### src/rtl/instr_fetch_unit.sv
`default_nettype none
// ============================================================================
// Module      : instr_fetch_unit
// Description : Instruction fetch front end for the 10-bit teaching
//               processor. Drives the instruction ROM address from the PC.
//               Captures the combinational ROM read data into a one-entry
//               output slot, which it hands to decode over valid/ready.
//               Accepts branch/jump redirects from execute. Stops fetching
//               once the halt word has been fetched.
// Ports       : clk, rst_n (async, active-low)
//               rom_address   -> ROM read address (= pc)
//               rom_read_data <- ROM word at rom_address (combinational)
//               instr_valid/instr_ready/instr_data/instr_pc -> decode
//               redirect_valid/redirect_pc <- execute
//               halted        -> fetch stopped after the halt word
//               perf_fetch_count/perf_stall_count (FETCH_PERF_EN only)
// Options     : define FETCH_PERF_EN to add two saturating 16-bit counters,
//               one for transfers and one for stall cycles.
// Revision    : 1.0 - initial release
// ============================================================================
module instr_fetch_unit #(
  parameter int unsigned        ADDR_W    = 10,
  parameter int unsigned        INSTR_W   = 10,
  parameter int unsigned        RESET_PC  = 1,
  parameter logic [INSTR_W-1:0] HALT_WORD = 10'b0010000010
) (
  input  logic               clk,
  input  logic               rst_n,
  output logic [ADDR_W-1:0]  rom_address,
  input  logic [INSTR_W-1:0] rom_read_data,
  output logic               instr_valid,
  input  logic               instr_ready,
  output logic [INSTR_W-1:0] instr_data,
  output logic [ADDR_W-1:0]  instr_pc,
  input  logic               redirect_valid,
  input  logic [ADDR_W-1:0]  redirect_pc,
`ifdef FETCH_PERF_EN
  output logic [15:0]        perf_fetch_count,
  output logic [15:0]        perf_stall_count,
`endif
  output logic               halted
);

  localparam logic [ADDR_W-1:0] RESET_PC_VAL = ADDR_W'(RESET_PC);

  typedef enum logic [0:0] {
    FETCH  = 1'b0,
    HALTED = 1'b1
  } state_e;

  state_e              state_q, state_d;
  logic [ADDR_W-1:0]   pc_q, pc_d;
  logic                valid_q, valid_d;
  logic [INSTR_W-1:0]  data_q, data_d;
  logic [ADDR_W-1:0]   ipc_q, ipc_d;

  logic slot_free;
  logic xfer;

  assign slot_free = !valid_q || instr_ready;
  assign xfer      = valid_q && instr_ready;

  always_comb begin
    state_d = state_q;
    pc_d    = pc_q;
    valid_d = valid_q;
    data_d  = data_q;
    ipc_d   = ipc_q;
    if (redirect_valid) begin
      // Redirect flushes the slot; any same-edge transfer has already
      // been delivered to decode, so nothing is replayed.
      pc_d    = redirect_pc;
      valid_d = 1'b0;
      state_d = FETCH;
    end else begin
      case (state_q)
        FETCH: begin
          if (slot_free) begin
            data_d  = rom_read_data;
            ipc_d   = pc_q;
            valid_d = 1'b1;
            if (rom_read_data == HALT_WORD) begin
              state_d = HALTED;
            end else begin
              pc_d = pc_q + ADDR_W'(1);
            end
          end
        end
        HALTED: begin
          // Halt word lingers until decode takes it, then the slot empties.
          if (xfer) begin
            valid_d = 1'b0;
          end
        end
        default: state_d = FETCH;
      endcase
    end
  end

  always_ff @(posedge clk or negedge rst_n) begin
    if (!rst_n) begin
      state_q <= FETCH;
      pc_q    <= RESET_PC_VAL;
      valid_q <= 1'b0;
      data_q  <= '0;
      ipc_q   <= '0;
    end else begin
      state_q <= state_d;
      pc_q    <= pc_d;
      valid_q <= valid_d;
      data_q  <= data_d;
      ipc_q   <= ipc_d;
    end
  end

  assign rom_address = pc_q;
  assign instr_valid = valid_q;
  assign instr_data  = data_q;
  assign instr_pc    = ipc_q;
  assign halted      = (state_q == HALTED);

`ifdef FETCH_PERF_EN
  logic [15:0] perf_fetch_q, perf_fetch_d;
  logic [15:0] perf_stall_q, perf_stall_d;

  always_comb begin
    perf_fetch_d = perf_fetch_q;
    perf_stall_d = perf_stall_q;
    if (xfer && (perf_fetch_q != 16'hFFFF)) begin
      perf_fetch_d = perf_fetch_q + 16'd1;
    end
    if (valid_q && !instr_ready && (perf_stall_q != 16'hFFFF)) begin
      perf_stall_d = perf_stall_q + 16'd1;
    end
  end

  always_ff @(posedge clk or negedge rst_n) begin
    if (!rst_n) begin
      perf_fetch_q <= 16'd0;
      perf_stall_q <= 16'd0;
    end else begin
      perf_fetch_q <= perf_fetch_d;
      perf_stall_q <= perf_stall_d;
    end
  end

  assign perf_fetch_count = perf_fetch_q;
  assign perf_stall_count = perf_stall_q;
`endif

endmodule
`default_nettype wire
### config.mk
export PLATFORM = sky130hd
export DESIGN_NAME = instr_fetch_unit
export DESIGN_NICKNAME = d
export VERILOG_FILES = /design/src/rtl/instr_fetch_unit.sv
export SDC_FILE = /design/constraint.sdc
export NUM_CORES = 1
export LEC_CHECK = 0
export CELL_PAD_IN_SITES_DETAIL_PLACEMENT = 1
export CELL_PAD_IN_SITES_GLOBAL_PLACEMENT = 2
export CORE_MARGIN = 1.5
export CORE_UTILIZATION = 27
export CTS_CLUSTER_DIAMETER = 60
export DETAILED_ROUTE_END_ITERATION = 8
export PLACE_DENSITY_LB_ADDON = 0.1
export RECOVER_POWER = 25
export SLEW_MARGIN = 5
export SYNTH_ARGS = -nofsm -noshare
export SYNTH_HDL_FRONTEND = slang
export SYNTH_SLANG_ARGS = --single-unit
### constraint.sdc
create_clock -name clk -period 2.03 [get_ports clk]
set_input_delay 0.609 -clock clk [delete_from_list [all_inputs] [get_ports clk]]
set_output_delay 0.609 -clock clk [all_outputs]
set_load 0.01 [all_outputs]
==> impl_metrics.ini <==
[finish]
fin_nets = 229
antenna-diode-count = 0
multi_input_comb_area_um2 = 692
syn_to_final_growth_pct = 57.8
area.sequential_um2 = 803
final_cell_area_um2 = 2390
final.fill_count = 610
drive_above_1_share_pct = 26.3

[worst_setup_path]
path_max_fanout = 11
timing.critical_path.from = halted
data_arrival_time_of_the_critical_path_ns = 1.35
critical_path.cell_chain = clkdlybuf4s50_1
cpLargestDelayFamily = buffers and inverters
critical_path.slowest_cell = clkdlybuf4s50_1
start_kind = flip-flop
timing.rr.start = rom_address[0]
cpPeakStageDelay_ns = 0.58
critPathCaptureType = output pin
required_ns = 1.42
critical_path.n_buffers_inverters = 1
criticalPathCategory = flip-flop to output pin

[logic_synthesis]
synth.distinct_cells = 34
mux_cell_area_share_after_synthesis_pct = 17.1
synth.yosys.seq_area_share_pct = 52.9
ys.warnings.count = 0
synth_compound_area_share_pct = 10.6
synth_simple_gate_area_share_pct = 14.6
synth_enable_flop_cells = 0
synthXorXnorAreaFrac_pct = 0
synthAdderAreaFrac_pct = 0.825
synth_top_family_by_area = multiplexers
yosys_register_bits = 32
mappedNetlistNets = 157
post_synth_instance_area_um2 = 1520
syn_avg_cell_area_um2 = 11.5
yosys_most_used_dff = dfrtp_1
synth-async-reset-ratio_pct = 100
gate_count_after_technology_mapping = 132

[grt]
grt_max_degree = 16
grt_remaining_overflow = 0
grt_pass1_wl_um = 7790
number_of_antenna_violations_at_the_first_check_in_global_routing = 0
grt_pass1_vias = 1561
gr-usage-all-layers_pct = 16.4

[placed_design]
globalplace.congestion = 0.807
portBuffers = 55
placedInstanceArea_um2 = 2270
detailed_place_hpwl_um = 3520
pre_cts_ws_ns = -0.282

[cts]
clock_sinks = 32
cts-buffers-inserted = 5
clockBufferDepth = 2
tritoncts_clock_tree = done
htree_levels = 2
postCtsHoldBufs = 0
cts_root_buf = clkbuf_8
clkSlewWorstSetupHoldPaths_ns = 0.07
worstSkewPairLatency_ns = 0.29

[sta]
timing.final.max_slew_violations = 0
min_period_ns = 1.96
timing_worst_slew_pin_value_ns = 0.727
rsz0062_at_grt = false
report.final.setup_viol = 0
hold_slack_ns = 0.506
max_freq_mhz = 510
timing.final.ws_setup_ns = 0.0678
clock_skew_ns = 0.00916
worst_slew_margin_rel_pct = 51.5
hold_viol_final = 0
finalCritPeriodShare_pct = 96.7

[die]
die_h_um = 77.9
placement_rows = 27
placeableCoreArea_um2 = 5470
floorplan.die.width_um = 77.9
die-area_um2 = 6080
start_util_pct = 27.7
boundaryPins = 56

[pwr]
clock_power_share_pct = 28.1
cellLeakagePower_nw = 0.959
power.total_w = 0.00190
intPower_w = 0.00135
power.ir.vdd_worst_v = 0.000337
logic_gate_share_of_total_power_pct = 28.8
p_sw_share_pct = 29.1
p_switching_w = 0.000554
power.density_cell_area_nw_per_um2 = 794
relative_contribution_of_sequential_cells_to_total_power_pct = 43.1

[detailed_routing]
drtIter0Drc = 41
routed_wirelength_um = 4610
firstDrtPassIters = 4
number_of_nets_still_failing_antenna_checks_after_routing = 0
detail_route.wl_per_cell_um = 16.6
via_count = 1347
drt_drc = 0
viasPerCell = 4.86

[outcome]
outcome = finished clean

[min_path]
type_of_the_most_critical_hold_path = flip-flop to flip-flop
hold_start = instr_pc[7]

[run]
maxCapViolCount = 0
## layout by cell type (no fill, tap or decap), types with 2 or more instances in the layout
master           synthesis  final
clkdlybuf4s50_1          0     52
dfrtp_1                 31     30
mux2_2                  22     22
buf_4                    0     15
o21ai_0                  7      7
nand2_1                  7      7
nand3_1                  6      6
a21oi_1                  6      6
clkbuf_8                 0      6
inv_1                    5      5
nor2_1                   4      4
or4_1                    4      4
nand4_1                  3      3
nor4_1                   4      3
nor3_1                   3      2
o31a_1                   2      2
a22oi_1                  2      2
clkinvlp_4               0      2
clkbuf_1                 4      2
## worst register-to-register path, stage by stage (launching register included)
cell and delay, ns:
dfstp_2 0.59, nand3_2 0.16, or4_1 0.52, or4_1 0.41, nand4_1 0.09
## Yosys cell counts (all sizes together) (2+ instances only)
cell type	n	share of area, %
a21oi	6	2.0
nor4	4	1.6
o31a	2	1.2
buf	4	1.7
o21ai	8	2.6
mux2	23	17
nand4	3	1.2
nor3	3	0.99
nor2	4	0.99
nand2	7	1.7
a22oi	2	0.99
or4	4	2.0
clkbuf	4	0.99
nand3	7	2.6
inv	5	1.2
dfrtp	31	51
nor3b	2	0.99
## registers in the layout, indices dropped and copies added (netlist names)
register and flops:
halted 1, instr_pc 10, instr_data 10, instr_valid 1, rom_address 10
## stage by stage
stage	setup TNS, ns	util [%]	cells
CTS	0	43.2	277
finish	0	43.7	277
global route	0	43.7	277
floorplan	0	-	132
global placement	-5.85	41.4	269
detailed placement	-6.45	41.4	269
## final cells by class
cell class                 instances  share of cell area, %
inverter                           5                  0.784
clock buffer                       6                   3.45
sequential                        32                   33.6
multi-input combinational         87                   28.9
tap                               72                   3.76
timing repair buffer              73                   28.9
clock inverter                     2                  0.627
## power by group through the flow
| stage | Clock [W] | Combinational [W] | Sequential, W |
|---|---|---|---|
| after floorplan | 0 | 0.000161 | 0.000867 |
| after detailed placement | 0 | 0.000554 | 0.000833 |
| after global routing | 0.000585 | 0.000588 | 0.000839 |
| final | 0.000535 | 0.000548 | 0.000818 |
| after global placement | 0 | 0.000547 | 0.000825 |
| after CTS | 0.000552 | 0.000555 | 0.000822 |
## cell families (layout without fill, tap and decap cells)
| logic type | Yosys count | in the layout |
|---|---|---|
| AND/OR/NAND/NOR | 38 | 38 |
| AO/OA/AOI/OAI | 25 | 25 |
| buffers and inverters | 13 | 86 |
| multiplexers | 23 | 23 |
| adder cells (fa/ha/maj) | 1 | 1 |
| flip-flops | 32 | 32 |
## per-layer routing
metal	global-route usage (%)	up-vias	part of all wire, %
met1	20.7	673	44
met2	27.9	35	50
met3	3.76	7	4.1
li1	-	632	-
met4	4.46	0	1.0
met5	0	-	0
## final timing paths
path | to | slack, ns | cells after the start
max reg2reg | rom_address[5] | 0.20 | 4
min reg2reg | instr_pc[7] | 0.51 | 1
max | halted | 0.07 | 1
min | instr_pc[7] | 0.51 | 1
min in group asynchronous | rom_address[1] | 0.68 | 1
max in group asynchronous | halted | 0.33 | 2
## what timing repair did
action	CTS	global route
gates resized for setup	2	6
hold endpoints to repair	0	0
endpoints found under the setup margin	2	16
setup buffers	0	0
Note: power is estimated with default switching activity, not from simulation.
